### src/rtl/el2_clmul_pkg.sv
// Shared definitions for the sequential carry-less multiply unit:
// op encodings, FSM state type and the iteration count as a function of XLEN.
package el2_clmul_pkg;

  localparam logic [1:0] CLMUL_OP_LO  = 2'b00;
  localparam logic [1:0] CLMUL_OP_HI  = 2'b01;
  localparam logic [1:0] CLMUL_OP_REV = 2'b10;

  typedef enum logic [1:0] {
    IDLE = 2'b00,
    BUSY = 2'b01,
    DONE = 2'b10
  } clmul_state_e;

  // One iteration per (rs1 byte, rs2 byte) pair.
  function automatic int clmul_iters(input int xlen);
    return (xlen / 8) * (xlen / 8);
  endfunction

endpackage

### src/rtl/el2_exu_clmul_seq_clmul8.sv
// 8x8 carry-less multiplier: purely combinational 16-bit partial product.
module clmul8 (
  input  logic [7:0]  a,
  input  logic [7:0]  b,
  output logic [15:0] p
);

  // NOTE: p gets a default before the loop so no path leaves it unassigned (no latch).
  always_comb begin
    p = '0;
    for (int k = 0; k < 8; k++) begin
      if (b[k]) p = p ^ ({8'h00, a} << k);
    end
  end

endmodule

### src/rtl/el2_exu_clmul_seq.sv
// Multi-cycle carry-less multiply (clmul / clmulh / clmulr) over byte pairs via one clmul8.
// Optional macro CLMUL_ZERO_SKIP_EN: a zero operand bypasses the iteration and finishes in one cycle.
module el2_exu_clmul_seq
  import el2_clmul_pkg::*;
#(
  parameter int XLEN = 32
) (
  input  logic            clk,
  input  logic            rst_l,
  input  logic            valid_in,
  input  logic [1:0]      op,
  input  logic [XLEN-1:0] rs1,
  input  logic [XLEN-1:0] rs2,
  input  logic            flush,
  output logic            ready_out,
  output logic            valid_out,
  output logic [XLEN-1:0] result
);

  localparam int NB    = XLEN / 8;
  localparam int ITERS = clmul_iters(XLEN);
  localparam int NBW   = $clog2(NB);
  localparam int CW    = $clog2(ITERS);

  clmul_state_e       state_q, state_d;
  logic [XLEN-1:0]    a_q, b_q;
  logic [1:0]         op_q;
  logic [2*XLEN-1:0]  acc_q;
  logic [CW-1:0]      cnt_q;
  logic [XLEN-1:0]    result_q;

  logic               accept;
  logic               last_iter;
  logic               zero_ops;
  logic [NBW-1:0]     idx_i, idx_j;
  logic [7:0]         byte_a, byte_b;
  logic [15:0]        partial;
  logic [NBW+3:0]     shamt;
  logic [2*XLEN-1:0]  partial_sh;
  logic [XLEN-1:0]    result_sel;

  assign ready_out = (state_q == IDLE);
  assign accept    = valid_in & ready_out & ~flush;
  assign last_iter = (cnt_q == CW'(ITERS - 1));

`ifdef CLMUL_ZERO_SKIP_EN
  assign zero_ops = (rs1 == '0) | (rs2 == '0);
`else
  assign zero_ops = 1'b0;
`endif

  // cnt walks rs1 bytes fastest: i = cnt mod NB, j = cnt / NB.
  assign idx_i  = cnt_q[NBW-1:0];
  assign idx_j  = cnt_q[CW-1:NBW];
  assign byte_a = a_q[{idx_i, 3'b000} +: 8];
  assign byte_b = b_q[{idx_j, 3'b000} +: 8];

  clmul8 u_clmul8 (
    .a (byte_a),
    .b (byte_b),
    .p (partial)
  );

  assign shamt      = {({1'b0, idx_i} + {1'b0, idx_j}), 3'b000};
  assign partial_sh = {{(2*XLEN-16){1'b0}}, partial} << shamt;

  always_comb begin
    case (op_q)
      CLMUL_OP_HI:  result_sel = acc_q[2*XLEN-1:XLEN];
      CLMUL_OP_REV: result_sel = acc_q[2*XLEN-2:XLEN-1];
      default:      result_sel = acc_q[XLEN-1:0];
    endcase
  end

  always_comb begin
    state_d = state_q;
    case (state_q)
      IDLE:    if (accept) state_d = zero_ops ? DONE : BUSY;
      BUSY:    if (last_iter) state_d = DONE;
      DONE:    state_d = IDLE;
      default: state_d = IDLE;
    endcase
    if (flush) state_d = IDLE;
  end

  // The result is visible in the DONE cycle itself and held in result_q afterwards.
  assign valid_out = (state_q == DONE) & ~flush;
  assign result    = valid_out ? result_sel : result_q;

  // NOTE: all sequential state uses non-blocking assignments so every flop samples pre-edge values.
  always_ff @(posedge clk or negedge rst_l) begin
    if (!rst_l) begin
      state_q  <= IDLE;
      a_q      <= '0;
      b_q      <= '0;
      op_q     <= CLMUL_OP_LO;
      acc_q    <= '0;
      cnt_q    <= '0;
      result_q <= '0;
    end else begin
      state_q <= state_d;
      if (flush) begin
        cnt_q <= '0;
      end else begin
        case (state_q)
          IDLE: if (accept) begin
            a_q   <= rs1;
            b_q   <= rs2;
            op_q  <= op;
            acc_q <= '0;
            cnt_q <= '0;
          end
          BUSY: begin
            acc_q <= acc_q ^ partial_sh;
            cnt_q <= cnt_q + CW'(1);
          end
          DONE:    result_q <= result_sel;
          default: ;
        endcase
      end
    end
  end

endmodule

### config.mk
export PLATFORM = sky130hd
export DESIGN_NAME = el2_exu_clmul_seq
export DESIGN_NICKNAME = d
export VERILOG_FILES = /design/src/rtl/el2_clmul_pkg.sv /design/src/rtl/el2_exu_clmul_seq_clmul8.sv /design/src/rtl/el2_exu_clmul_seq.sv
export SDC_FILE = /design/constraint.sdc
export NUM_CORES = 1
export LEC_CHECK = 0
export CORE_UTILIZATION = 27
export CTS_CLUSTER_SIZE = 20
export DETAILED_ROUTE_END_ITERATION = 8
export HOLD_SLACK_MARGIN = 0.12
export PLACE_DENSITY_LB_ADDON = 0.25
export SETUP_SLACK_MARGIN = 0.02
export SYNTH_ARGS = -nofsm -noshare
export SYNTH_HDL_FRONTEND = slang
export SYNTH_HIERARCHICAL = 1
export SYNTH_SLANG_ARGS = --single-unit
### constraint.sdc
create_clock -name clk -period 7.6 [get_ports clk]
set_clock_uncertainty 0.15 [all_clocks]
set_input_delay 1.52 -clock clk [delete_from_list [all_inputs] [get_ports clk]]
set_output_delay 1.52 -clock clk [all_outputs]
set_load 0.1 [all_outputs]
==> results of run 1 <==
==> sequential cells by signal (all words and copies together), names as in the netlist <==
signal / count
state_q: 2
result_q: 32
acc_q: 64
op_q: 2
a_q: 32
b_q: 32
cnt_q: 4
==> power by group <==
part	leakage (uW)	internal, uW	switching [uW]
logic	0.00234	305	484
clock network	0.000276	477	387
registers	0.00222	1000	69.2
==> layout by cell type (no fill, tap or decap), types with 3 or more instances in the layout <==
master | synthesis | routed
nand3_1 | 10 | 10
a21oi_1 | 11 | 11
a221oi_1 | 32 | 32
or4bb_1 | 8 | 8
clkbuf_8 | 0 | 3
a2111oi_2 | 11 | 11
mux4_2 | 16 | 16
nand4b_1 | 16 | 16
a211oi_1 | 9 | 9
o21ai_0 | 7 | 7
a2111oi_1 | 5 | 5
or3b_4 | 6 | 6
clkdlybuf4s50_1 | 0 | 74
nor4_1 | 32 | 32
inv_1 | 6 | 6
clkbuf_16 | 0 | 17
clkinv_2 | 0 | 3
or4_1 | 8 | 8
buf_4 | 4 | 40
dfrtp_1 | 168 | 168
ha_1 | 4 | 4
mux2i_1 | 64 | 64
xor2_1 | 13 | 13
o31ai_1 | 40 | 40
xnor2_1 | 35 | 35
nor2b_1 | 33 | 33
nand2_1 | 345 | 345
nand2b_1 | 59 | 59
==> worst max-delay path, delay by kind of cell <==
kind	cells	cell delay (ns)
buffers and inverters	2	1.79
AND/OR/NAND/NOR	1	0.63
AO/OA/AOI/OAI	1	0.35
==> metal layers <==
layer  vias to the layer above  part of all wire  track usage
li1                       3717                 -            -
met1                      3620              0.48        0.200
met2                       144              0.47        0.232
met3                        15             0.039       0.0275
met4                         0             0.011       0.0370
met5                         -                 0            0
==> worst max-delay path by stage <==
stage	start	endpoint	slack, ns
final	flush	result[20]	1.64
after detailed placement	flush	result[20]	1.61
after floorplan	flush	result[10]	1.28
after global routing	flush	result[17]	1.49
after global placement	flush	result[18]	1.66
after CTS	flush	result[20]	1.61
==> cell type report <==
| type | count | area, um^2 |
|---|---|---|
| Clock inverter | 10 | 95.1 |
| Tap cell | 461 | 577 |
| Timing Repair Buffer | 115 | 1050 |
| Antenna cell | 1 | 2.50 |
| Inverter | 7 | 26.3 |
| Clock buffer | 21 | 470 |
| Sequential cell | 168 | 4200 |
| Multi-Input combinational cell | 785 | 5100 |
| Fill cell | 3745 | 24300 |
==> logic make-up after synthesis <==
logic type	count (synthesis)	share of synthesized area
DFF	168	0.425
AOI/OAI and AO/OA	116	0.0971
adders and majority gates	5	0.00709
other	1	0.000379
muxes	80	0.101
and+or+nand+nor	534	0.264
buffers and inverters	107	0.0609
xor gates and xnor gates	49	0.0442
==> through the flow <==
stage / total power [uW] / std cells
floorplan: 1630 / 1060
global placement: 1880 / 1536
detailed placement: 1890 / 1536
CTS: 2770 / 1567
global route: 2890 / 1567
finish: 2720 / 1568
==> metrics.md, run 1 <==
| Metric | Value |
|---|---|
| Status | finished with violations |
| Failing checks | design-rule violations |
| Most instantiated cells after synthesis | nand2_1, dfrtp_1, mux2i_1 |
| Sum Neg Setup Slack | 0 ns |
| Die W | 193 um |
| Max incr delay on CP | 1.19 ns |
| HP Class | flip-flop to flip-flop |
| CTS Root Cell | clkbuf_16 |
| DP Worst Slack | 1.61 ns |
| EDFF count, synth | 0 |
| Syn_area_per_cell | 9.33 um^2 |
| Dpl hpwl | 17400 um |
| # hold bufs at CTS | 0 |
| Rows | 69 |
| R2R setup slack | 3.64 ns |
| Worst setup EP type | output port |
| Syn-to-layout area delta | 16.6% |
| Starting density of the core | 0.276 |
| CTS Buffer Depth | 2 |
| Largest net degree at the start of global routing | 100 |
| Post-synthesis cell count | 1060 |
| CTS resizes | 0 |
| Clk Latency, worst-skew pair | 0.45 ns |
| Worst-path clk slew | 0.07 ns |
| 1st-iter DRT viols | 383 |
| Seq/Total Area, Yosys | 0.425 |
| CTS tree | yes |
| Final critical-path share of the clock period | 0.785 |
| Port bufs | 103 |
| Post-CTS Setup Inserts | 0 |
| Fin area | 0.0115 mm^2 |
| Endpoint of the worst hold path | a_q[29] |
| Main flop type after synthesis | dfrtp_1 |
| Rel. slew slack | 0.289 |
| Drt via density | 4.78 |
| Net Count, Synth | 1135 |
| Count leader, synth | nand2_1 |
| Layout cell share with drive strength beyond 1 | 0.103 |
| Routed Antenna Nets | 0 |
| Final Util | 0.322 |
| Final setup viols | 0 |
| Critical-path cell list | clkdlybuf4s50_1 > or3b_2 > o31ai_1 > clkdlybuf4s50_1 |
| CP required | 5.93 ns |
| Core area | 0.0358 mm^2 |
| Clock sink count | 168 |
| Cell type with the highest aggregate area in the netlist | dfrtp_1 |
| Deepest level of the CTS H-tree | 4 |
| Synthesized area | 0.00989 mm^2 |
| Critical path class | input port to output port |
| Synth top area share | 0.425 |
| Final WL | 26400 um |
| Setup ws final | 1.64 ns |
| DRC violations left | 8 |
| Worst-path maximum fanout | 10 |
| First-pass GRT wire length | 42500 um |
| Overflow after GRT | 0 |
| Max Slew Vio Count | 0 |
| Leak | 0.00484 uW |
| Origin of the critical flop-to-flop path | cnt_q[0] |
| Worst hold slack | 0.319 ns |
| Startpoint types | input port |
| Fmax | 0.168 GHz |
| Final hold violations | 0 |
| Yosys warning total | 6 |
| CTS buffer count | 17 |
| Area after DPL | 0.0110 mm^2 |
| Worst r2r dst | acc_q[22] |
| Worst Tran Pin Value | 1.06 ns |
| Io pins | 104 |
| Asr flop ratio synth | 1.00 |
| Die ar. | 0.0374 mm^2 |
| Final Wtd Congestion | 0.718 |
| Unrepaired setup endpoints after global routing | false |
| Worst path slowest cell | clkdlybuf4s50_1 |
| Peak supply drop | 0.000146 V |
| Area contributors post-synth | dfrtp_1, nand2_1, mux2i_1 |
| Register bit total from synthesis | 168 |
| Iteration count of the initial detailed-routing pass | 7 |
| Vias in the first global route | 7385 |
| Synth unique cells | 46 |
| Vias | 7496 |
| WHS Path Cells | 2 |
| Pwr Density | 236 mW/mm^2 |
| Nets | 1169 |
| Most frequent cell on the critical path | clkdlybuf4s50_1 |
| WL/cell | 16.8 um |
| Hold_sp | a_q[29] |
| Max-cap viol count | 0 |
| Die height | 193 um |
| Worst r2r path cells | 8 |
| Total Routing Usage GR | 0.145 |
| Minimum clock period | 5.96 ns |
| Worst Path Arrival | 4.29 ns |
| Initial antenna violation count | 1 |
Note: power is estimated with default switching activity, not from simulation.
==> run 2: changes to the inputs <==
==> constraint.sdc (replaced) <==
create_clock -name clk -period 5.25 [get_ports clk]
set_clock_uncertainty 0.15 [all_clocks]
set_input_delay 1.05 -clock clk [delete_from_list [all_inputs] [get_ports clk]]
set_output_delay 1.05 -clock clk [all_outputs]
set_load 0.1 [all_outputs]
==> run 2 against run 1 <==
Compared with the run above:
- the flow still finishes with violations (design-rule violations)
- sequential share of layout area shrank 1.7 points
- worst setup slack lost 1.0 ns
- die area is the same
- worst hold slack gained 0.0039 ns
- critical endpoint is now result[28]
- largest cell class unchanged
==> metrics.md, run 2 (same netlist as run 1, synthesis figures left out) <==
| Metric | Value |
|---|---|
| Status | finished with violations |
| Failing checks | design-rule violations |
| HP Class | flip-flop to flip-flop |
| Clk Latency, worst-skew pair | 0.45 ns |
| Dpl hpwl | 17800 um |
| Worst r2r path cells | 8 |
| Worst Path Arrival | 3.43 ns |
| Die ar. | 0.0374 mm^2 |
| Overflow after GRT | 0 |
| Final hold violations | 0 |
| Nets | 1181 |
| CTS buffer count | 17 |
| Final Util | 0.338 |
| Final Wtd Congestion | 0.758 |
| Rel. slew slack | 0.299 |
| Max incr delay on CP | 0.74 ns |
| Rows | 69 |
| Unrepaired setup endpoints after global routing | false |
| Most frequent cell on the critical path | buf_12 |
| CTS tree | yes |
| Deepest level of the CTS H-tree | 4 |
| Largest net degree at the start of global routing | 91 |
| 1st-iter DRT viols | 405 |
| Worst path slowest cell | or3b_2 |
| Pwr Density | 332 mW/mm^2 |
| Largest register by flop count | acc_q |
| Die W | 193 um |
| Io pins | 104 |
| Drt via density | 4.81 |
| Startpoint types | input port |
| Final critical-path share of the clock period | 0.883 |
| Max reg flops | 64 |
| Worst-path maximum fanout | 37 |
| Vias in the first global route | 7310 |
| Worst r2r dst | acc_q[46] |
| Layout cell share with drive strength beyond 1 | 0.124 |
| Worst-path clk slew | 0.07 ns |
| Peak supply drop | 0.000220 V |
| Area after DPL | 0.0115 mm^2 |
| DP Cell Count | 1548 |
| Final WL | 25800 um |
| Minimum clock period | 4.63 ns |
| Max-cap viol count | 0 |
| # diodes | 0 |
| Commonest non-fill, non-tap cells in the layout | nand2_1, dfrtp_1, clkdlybuf4s50_1 |
| Leak | 0.00504 uW |
| WL/cell | 16.3 um |
| Starting density of the core | 0.276 |
| Clock sink count | 168 |
| CTS resizes | 0 |
| Final setup viols | 0 |
| Max Slew Vio Count | 0 |
| CTS Buffer Depth | 2 |
| Worst Tran Pin Value | 1.05 ns |
| Core area | 0.0358 mm^2 |
| Die height | 193 um |
| Initial antenna violation count | 0 |
| DRC violations left | 2 |
| Vias | 7600 |
| Fmax | 0.216 GHz |
| Iteration count of the initial detailed-routing pass | 9 |
| First-pass GRT wire length | 41900 um |
| Critical-path cell list | clkdlybuf4s50_1 > or3b_2 > buf_12 > buf_4 > o31ai_2 > buf_12 |
| Routed Antenna Nets | 0 |
| R2R setup slack | 1.40 ns |
| Hold_sp | b_q[2] |
| # hold bufs at CTS | 0 |
| Syn-to-layout area delta | 22.4% |
| Endpoint of the worst hold path | b_q[2] |
| Cell Count, Final, Fillers Out | 1580 |
| Total Routing Usage GR | 0.142 |
| Worst setup EP type | output port |
| Pwr Total | 4020 uW |
| Fin area | 0.0121 mm^2 |
| Origin of the critical flop-to-flop path | cnt_q[2] |
| Post-CTS Setup Inserts | 0 |
| WHS Path Cells | 2 |
| Commonest non-fill, non-tap cell in the layout | nand2_1 |
| Port bufs | 103 |
| CP required | 4.05 ns |
| Fillers | 3654 |
| Critical path class | input port to output port |
| CTS Root Cell | clkbuf_16 |
run 2: worst max-delay path by stage:
stage	slack, ns	start	depth (start not counted)	end
3_3_place_gp	0.61	flush	6	result[29]
2_1_floorplan	-0.13	flush	5	result[10]
6_report	0.62	flush	6	result[28]
5_1_grt	0.46	flush	5	result[3]
3_5_place_dp	0.56	flush	6	result[25]
4_1_cts	0.56	flush	6	result[28]
run 2: critical path: cells and delay by family:
kind | cells | cell delay [ns]
AOI/OAI and AO/OA | 1 | 0.37
buffers and inverters | 4 | 1.24
and+or+nand+nor | 1 | 0.74
run 2: where the power goes:
| part | leakage (uW) | internal [uW] | switching [uW] |
|---|---|---|---|
| registers | 0.00222 | 1450 | 101 |
| clock network | 0.000298 | 731 | 598 |
| logic | 0.00251 | 455 | 687 |
| total | 0.00504 | 2630 | 1390 |
run 2: through the flow:
step                      hold WS (ns)  setup TNS [ns]  setup slack, ns
after floorplan                  0.290           -2.53           -0.126
after global routing             0.347               0            0.464
after CTS                        0.327               0            0.563
after global placement           0.305               0            0.607
final                            0.323               0            0.616
after detailed placement         0.311               0            0.556
run 2: routing by layer:
| metal | part of all wire | global-route usage | wire [um] |
|---|---|---|---|
| met1 | 0.48 | 0.201 | 12500 |
| met2 | 0.47 | 0.222 | 12100 |
| met4 | 0.013 | 0.0353 | 323 |
| met3 | 0.037 | 0.0279 | 961 |
| met5 | 0 | 0 | 0 |
run 2: layout make-up:
| cell class | count | area [um^2] | share of cell area |
|---|---|---|---|
| clock buffer | 19 | 443 | 0.0366 |
| clock inverter | 13 | 160 | 0.0132 |
| inverter | 7 | 26.3 | 0.00217 |
| multi-input combinational | 785 | 5130 | 0.424 |
| sequential | 168 | 4200 | 0.348 |
| tap | 461 | 577 | 0.0477 |
| timing repair buffer | 127 | 1560 | 0.129 |
